$ cat src/rtl/rv_muldiv_pkg.sv
// Shared definitions for the RV M-extension multiply/divide unit.
// The funct3 encodings of the M-extension operations, with small decode helpers.
package rv_muldiv_pkg;

   localparam logic [2:0] FUNCT_MUL    = 3'd0;
   localparam logic [2:0] FUNCT_MULH   = 3'd1;
   localparam logic [2:0] FUNCT_MULHSU = 3'd2;
   localparam logic [2:0] FUNCT_MULHU  = 3'd3;
   localparam logic [2:0] FUNCT_DIV    = 3'd4;
   localparam logic [2:0] FUNCT_DIVU   = 3'd5;
   localparam logic [2:0] FUNCT_REM    = 3'd6;
   localparam logic [2:0] FUNCT_REMU   = 3'd7;

   function automatic logic is_mul(input logic [2:0] op);
      return ~op[2];
   endfunction

   // Meaningful for divide ops only: DIV and REM are signed, DIVU and REMU are not.
   function automatic logic div_signed(input logic [2:0] op);
      return ~op[0];
   endfunction

   function automatic logic div_rem(input logic [2:0] op);
      return op[1];
   endfunction

endpackage

$ cat src/rtl/rv_muldiv.sv
// RV M-extension multiply/divide unit: single-cycle multiply, XLEN-cycle restoring
// divide, one operation in flight, valid/ready on both sides, synchronous kill.
module rv_muldiv
   import rv_muldiv_pkg::*;
#(
   parameter int XLEN = 32
) (
   input  logic            clk,
   input  logic            rst_n,
   input  logic            in_valid,
   output logic            in_ready,
   input  logic [2:0]      in_op,
   input  logic [XLEN-1:0] in_a,
   input  logic [XLEN-1:0] in_b,
   input  logic            kill,
   output logic            out_valid,
   input  logic            out_ready,
   output logic [XLEN-1:0] out_result
);

   localparam int              CW       = $clog2(XLEN);
   localparam logic [XLEN-1:0] MOST_NEG = {1'b1, {(XLEN-1){1'b0}}};
   localparam logic [XLEN-1:0] ALL_ONES = '1;
   localparam logic [CW-1:0]   CNT_LOAD = CW'(XLEN-1);

   typedef enum logic [1:0] {IDLE, SHORT, DIV, DONE} state_e;

   state_e          state_q, state_d;
   logic [2:0]      op_q, op_d;
   logic [XLEN-1:0] a_q, a_d, b_q, b_d;
   logic [XLEN-1:0] quot_q, quot_d, rem_q, rem_d;
   logic [XLEN-1:0] result_q, result_d;
   logic [CW-1:0]   cnt_q, cnt_d;

   logic [XLEN-1:0]   in_a_mag, b_mag, quot_next, rem_next, div_result, short_result;
   logic [XLEN:0]     rem_shift, diff;
   logic              step_ge, neg_quot, neg_rem;
   logic [2*XLEN-1:0] mul_a, mul_b, product;

   function automatic logic is_ovf(input logic [2:0] op, input logic [XLEN-1:0] a,
                                   input logic [XLEN-1:0] b);
      return !is_mul(op) && div_signed(op) && a == MOST_NEG && b == ALL_ONES;
   endfunction

   function automatic logic is_short(input logic [2:0] op, input logic [XLEN-1:0] a,
                                     input logic [XLEN-1:0] b);
      return is_mul(op) || b == '0 || is_ovf(op, a, b);
   endfunction

   // NOTE: combinational blocks use blocking '=' and assign every output first thing
   // on every path, so no latch is inferred and reads see the value just computed.
   always_comb begin
      in_a_mag  = (div_signed(in_op) && in_a[XLEN-1]) ? -in_a : in_a;
      b_mag     = (div_signed(op_q) && b_q[XLEN-1]) ? -b_q : b_q;

      // One restoring step: the dividend shifts out of quot_q's top while quotient bits shift in.
      rem_shift = {rem_q, quot_q[XLEN-1]};
      diff      = rem_shift - {1'b0, b_mag};
      step_ge   = ~diff[XLEN];
      rem_next  = step_ge ? diff[XLEN-1:0] : rem_shift[XLEN-1:0];
      quot_next = {quot_q[XLEN-2:0], step_ge};

      neg_quot  = div_signed(op_q) && (a_q[XLEN-1] ^ b_q[XLEN-1]);
      neg_rem   = div_signed(op_q) && a_q[XLEN-1];
      if (div_rem(op_q)) div_result = neg_rem  ? -rem_next  : rem_next;
      else               div_result = neg_quot ? -quot_next : quot_next;

      mul_a   = {{XLEN{(op_q != FUNCT_MULHU) && a_q[XLEN-1]}}, a_q};
      mul_b   = {{XLEN{(op_q == FUNCT_MUL || op_q == FUNCT_MULH) && b_q[XLEN-1]}}, b_q};
      product = mul_a * mul_b;

      if (is_mul(op_q))
         short_result = (op_q == FUNCT_MUL) ? product[XLEN-1:0] : product[2*XLEN-1:XLEN];
      else if (b_q == '0)
         short_result = div_rem(op_q) ? a_q : ALL_ONES;
      else
         short_result = div_rem(op_q) ? '0 : MOST_NEG;
   end

   always_comb begin
      state_d  = state_q;
      op_d     = op_q;
      a_d      = a_q;
      b_d      = b_q;
      quot_d   = quot_q;
      rem_d    = rem_q;
      cnt_d    = cnt_q;
      result_d = result_q;

      unique case (state_q)
         IDLE: if (in_valid) begin
            op_d    = in_op;
            a_d     = in_a;
            b_d     = in_b;
            quot_d  = in_a_mag;
            rem_d   = '0;
            cnt_d   = CNT_LOAD;
            state_d = is_short(in_op, in_a, in_b) ? SHORT : DIV;
         end
         SHORT: begin
            result_d = short_result;
            state_d  = DONE;
         end
         DIV: begin
            quot_d = quot_next;
            rem_d  = rem_next;
            cnt_d  = cnt_q - CW'(1);
            if (cnt_q == '0) begin
               result_d = div_result;
               state_d  = DONE;
            end
         end
         DONE: if (out_ready) state_d = IDLE;
         default: state_d = IDLE;
      endcase

      // Kill beats acceptance, completion and the output handshake alike.
      if (kill) begin
         state_d  = IDLE;
         op_d     = op_q;
         a_d      = a_q;
         b_d      = b_q;
         result_d = result_q;
      end
   end

   // NOTE: sequential state uses non-blocking '<=' so every register samples the
   // pre-edge values, independent of statement order.
   always_ff @(posedge clk or negedge rst_n) begin
      if (!rst_n) begin
         state_q  <= IDLE;
         op_q     <= '0;
         a_q      <= '0;
         b_q      <= '0;
         quot_q   <= '0;
         rem_q    <= '0;
         cnt_q    <= '0;
         result_q <= '0;
      end else begin
         state_q  <= state_d;
         op_q     <= op_d;
         a_q      <= a_d;
         b_q      <= b_d;
         quot_q   <= quot_d;
         rem_q    <= rem_d;
         cnt_q    <= cnt_d;
         result_q <= result_d;
      end
   end

   assign in_ready   = (state_q == IDLE);
   assign out_valid  = (state_q == DONE);
   assign out_result = result_q;

endmodule

$ cat config.mk
export PLATFORM = sky130hd
export DESIGN_NAME = rv_muldiv
export DESIGN_NICKNAME = d
export VERILOG_FILES = /design/src/rtl/rv_muldiv_pkg.sv /design/src/rtl/rv_muldiv.sv
export SDC_FILE = /design/constraint.sdc
export NUM_CORES = 2
export LEC_CHECK = 0
export CORE_MARGIN = 4
export CORE_UTILIZATION = 61
export DETAILED_ROUTE_END_ITERATION = 7
export PLACE_DENSITY = 0.78
export SYNTH_ARGS = -nofsm -noshare
export SYNTH_HDL_FRONTEND = slang
export SYNTH_SLANG_ARGS = --single-unit
$ cat constraint.sdc
create_clock -name clk -period 10.8 [get_ports clk]
set_input_delay 1.08 -clock clk [delete_from_list [all_inputs] [get_ports clk]]
set_output_delay 1.08 -clock clk [all_outputs]
set_load 0.03 [all_outputs]
==> PnR_summary.wiki <==
{| class="wikitable"
! Metric !! Value
|-
| DRT antenna net count || 0
|-
| Rows || 105
|-
| Net count after synthesis || 7,317
|-
| Insertion delay to the later sink of the worst-skew pair || 470 ps
|-
| Number of cells after detailed placement || 6,796
|-
| H-tree levels || 4
|-
| Avg Vias per Cell || 6.089
|-
| Fmax || 0.09909 GHz
|-
| Post-Place Worst Slack || 675.0 ps
|-
| Post-Route Setup TNS || 0 ps
|-
| Drt total wl || 159.3 mm
|-
| Number of DRC markers after the initial detailed-route iteration || 3,970
|-
| TritonCTS buffer count || 17
|-
| Sink count of the clock tree || 170
|-
| Arrival time worst endpoint || 10,480 ps
|-
| First-pass GRT wire length || 251.0 mm
|-
| Maximum number of pins on one net before global-route repair || 101
|-
| I/O pin count || 106
|-
| Number of buffers between clock root and the deepest sink || 2
|-
| Post-synth EDFFs || 0
|-
| Area growth, synth to finish || 5.065%
|-
| Setup repair after global routing missed its margin || false
|-
| Core region area || 82,640 um^2
|-
| Chip height || 297.7 um
|-
| CP Class || reg -> reg
|-
| Drc violations || 0
|-
| Outcome || completed
|-
| Type of the tightest min-delay check || reg -> reg
|-
| Asr flop ratio synth || 1.000
|-
| Count of cell types in the netlist || 74
|-
| Final global-route overflow total || 0
|-
| GRT Util Overall || 0.3663
|-
| Library cell used as clock root buffer || sky130_fd_sc_hd__clkbuf_16
|-
| Port Buffers || 105
|-
| Die area || 88,640 um^2
|-
| Number of antenna violations at the first check in global routing || 8
|-
| Net count of the finished layout || 7,198
|-
| # setup viols final || 0
|-
| Final Hold Fails || 0
|-
| CP most frequent cell || sky130_fd_sc_hd__inv_1
|-
| Max FO, Critical Path || 22
|-
| Via count || 41,600
|-
| Slowest-stage cell, CP || sky130_fd_sc_hd__fa_2
|-
| Count of TritonRoute iterations in the first routing pass || 6
|-
| Overall die width || 297.7 um
|-
| CP Capture Type || flop
|-
| Register area share after synthesis || 0.08308
|-
| Count of maximum capacitance violations || 0
|-
| Tcrit/Tclk final || 0.9344
|-
| Required time worst endpoint || 11,190 ps
|-
| Count of placed standard cells in the final layout, fillers left out || 6,832
|-
| Gate count after technology mapping || 5,864
|-
| Detailed-placement wirelength estimate || 131.0 mm
|-
| Post-synthesis cell area || 51,210 um^2
|-
| Weighted congestion reported at the end of routability-driven placement || 1.042
|-
| Min Hold Slack || 498.3 ps
|-
| Count of warnings emitted by yosys || 0
|-
| Peak per-stage delay on the critical path || 710 ps
|-
| Post-layout minimum cycle time || 10,090 ps
|-
| Slew @ Worst Pin || 1227 ps
|-
| Area used by multi-input combinational logic || 40,940 um^2
|-
| Wire length per cell || 23.31 um
|-
| Number of fill cells in the layout || 6,827
|-
| Avg Cell Area, Syn || 8.732 um^2
|-
| TritonCTS clock tree || done
|-
| Relative slew slack || 0.1802
|-
| Effective utilization at floorplan || 0.6197
|-
| Clock transition at path regs || 80 ps
|-
| Footprint of the flip-flops and latches || 4259 um^2
|-
| Flip-flop and latch count after synthesis || 170
|-
| Max-slew violation count || 0
|-
| Via count of the first global-routing pass || 43,720
|-
| Type of origin of the critical path || flop
|-
| Final Skew || 16.36 ps
|-
| Flip-flop cell with the highest count after synthesis || sky130_fd_sc_hd__dfrtp_1
|-
| Share of final-layout standard cells stronger than drive strength 1 || 0.04689
|-
| Final setup margin || 708.4 ps
|}
cell type report:
type / count / share of cell area
multi-input combinational: 4093 / 0.7610
inverter: 1233 / 0.08603
sequential: 170 / 0.07917
timing repair buffer: 230 / 0.03747
tap: 1070 / 0.02488
clock buffer: 17 / 0.007907
clock inverter: 15 / 0.003372
antenna: 4 / 0.0001861
synthesized netlist by cell type (all sizes together) (22+ instances only):
master | number | area share
nand3 | 48 | 0.0047
a211oi | 28 | 0.0041
a21o | 42 | 0.0062
and3 | 26 | 0.0032
nor4 | 29 | 0.0041
nand4 | 25 | 0.0031
nand2b | 22 | 0.0027
inv | 1233 | 0.090
a22oi | 28 | 0.0041
nand2 | 937 | 0.069
mux2i | 27 | 0.0053
a21oi | 194 | 0.019
dfrtp | 170 | 0.083
o211ai | 22 | 0.0032
and2 | 278 | 0.034
nor2b | 22 | 0.0027
nor3 | 55 | 0.0056
a31oi | 28 | 0.0034
ha | 255 | 0.062
clkbuf | 328 | 0.024
nor2 | 180 | 0.013
mux2 | 71 | 0.016
xnor2 | 117 | 0.020
o21ai | 187 | 0.018
fa | 1126 | 0.44
buf | 40 | 0.0032
xor2 | 85 | 0.015
cell usage in the layout (no fill, tap or decap), types with 13 or more instances in the layout:
master	count
sky130_fd_sc_hd__inv_1	1232
sky130_fd_sc_hd__fa_1	1125
sky130_fd_sc_hd__nand2_1	937
sky130_fd_sc_hd__and2_1	276
sky130_fd_sc_hd__ha_1	255
sky130_fd_sc_hd__a21oi_1	194
sky130_fd_sc_hd__nor2_1	180
sky130_fd_sc_hd__o21ai_0	179
sky130_fd_sc_hd__dfrtp_1	166
sky130_fd_sc_hd__buf_4	123
sky130_fd_sc_hd__xnor2_1	117
sky130_fd_sc_hd__clkdlybuf4s50_1	104
sky130_fd_sc_hd__xor2_1	85
sky130_fd_sc_hd__mux2_2	71
sky130_fd_sc_hd__nor3_1	53
sky130_fd_sc_hd__nand3_1	48
sky130_fd_sc_hd__a21o_1	41
sky130_fd_sc_hd__a31oi_1	28
sky130_fd_sc_hd__a211oi_1	28
sky130_fd_sc_hd__a22oi_1	28
sky130_fd_sc_hd__mux2i_1	27
sky130_fd_sc_hd__nor4_1	26
sky130_fd_sc_hd__and3_1	26
sky130_fd_sc_hd__nand4_1	25
sky130_fd_sc_hd__nor2b_1	22
sky130_fd_sc_hd__nand2b_1	22
sky130_fd_sc_hd__o211ai_1	22
sky130_fd_sc_hd__or3_1	21
sky130_fd_sc_hd__o31ai_1	18
sky130_fd_sc_hd__o22ai_1	18
sky130_fd_sc_hd__or2_2	17
sky130_fd_sc_hd__clkbuf_16	17
sky130_fd_sc_hd__o221ai_1	14
sky130_fd_sc_hd__o21bai_1	13
registers in the layout (all words and copies together) (netlist names):
signal and cells:
b_q 32, rem_q 32, quot_q 32, cnt_q 5
out_result 32, op_q 3, a_q 32, state_q 2
worst max-delay path, delay by kind of cell (launching register included):
kind                       cells  cell delay, ps
and+or+nand+nor                5            1440
muxes                          1             260
AOI/OAI and AO/OA              9            2110
adders and majority gates      9            4660
buffers and inverters          9            1040
DFF                            1             460
per-layer routing:
metal,track usage,wire (um)
met2,0.5787,72890
met3,0.08170,16210
met4,0.1823,9532
met5,0,27
met1,0.4822,60590
cells by family (layout without fill, tap and decap cells):
logic type	count (synthesis)	after routing	share of synthesized area
muxes	98	98	0.02089
adders and majority gates	1381	1381	0.5025
AOI/OAI and AO/OA	723	723	0.09029
DFF	170	170	0.08308
buffers and inverters	1601	1495	0.1176
other	0	4	0
and+or+nand+nor	1689	1689	0.1511
xor gates and xnor gates	202	202	0.03455
path summary, 6_finish.rpt:
kind | from | endpoint | slack (ps) | cells past startpoint
min | out_result[9] | out_result[9] | 500 | 2
max in group asynchronous | rst_n | op_q[1] | 8460 | 2
max | op_q[0] | out_result[31] | 710 | 33
max reg2reg | op_q[0] | out_result[31] | 710 | 33
min in group asynchronous | rst_n | quot_q[11] | 700 | 1
min reg2reg | out_result[9] | out_result[9] | 500 | 2
per-stage QoR:
stage / util / cell area (um^2)
after floorplan: - / 51210
after global placement: 0.6435 / 53180
after detailed placement: 0.6435 / 53180
after CTS: 0.6509 / 53790
after global routing: 0.6510 / 53790
final: 0.6510 / 53800
repair_timing:
action / CTS / global route
hold buffers: 0 / 0
buffers inserted: 0 / 0
setup endpoints to repair: 0 / 1
gates resized for setup: 0 / 1
Power is not shown: default switching activity piles up to over one toggle a cycle in this logic, so the estimate is an artifact.
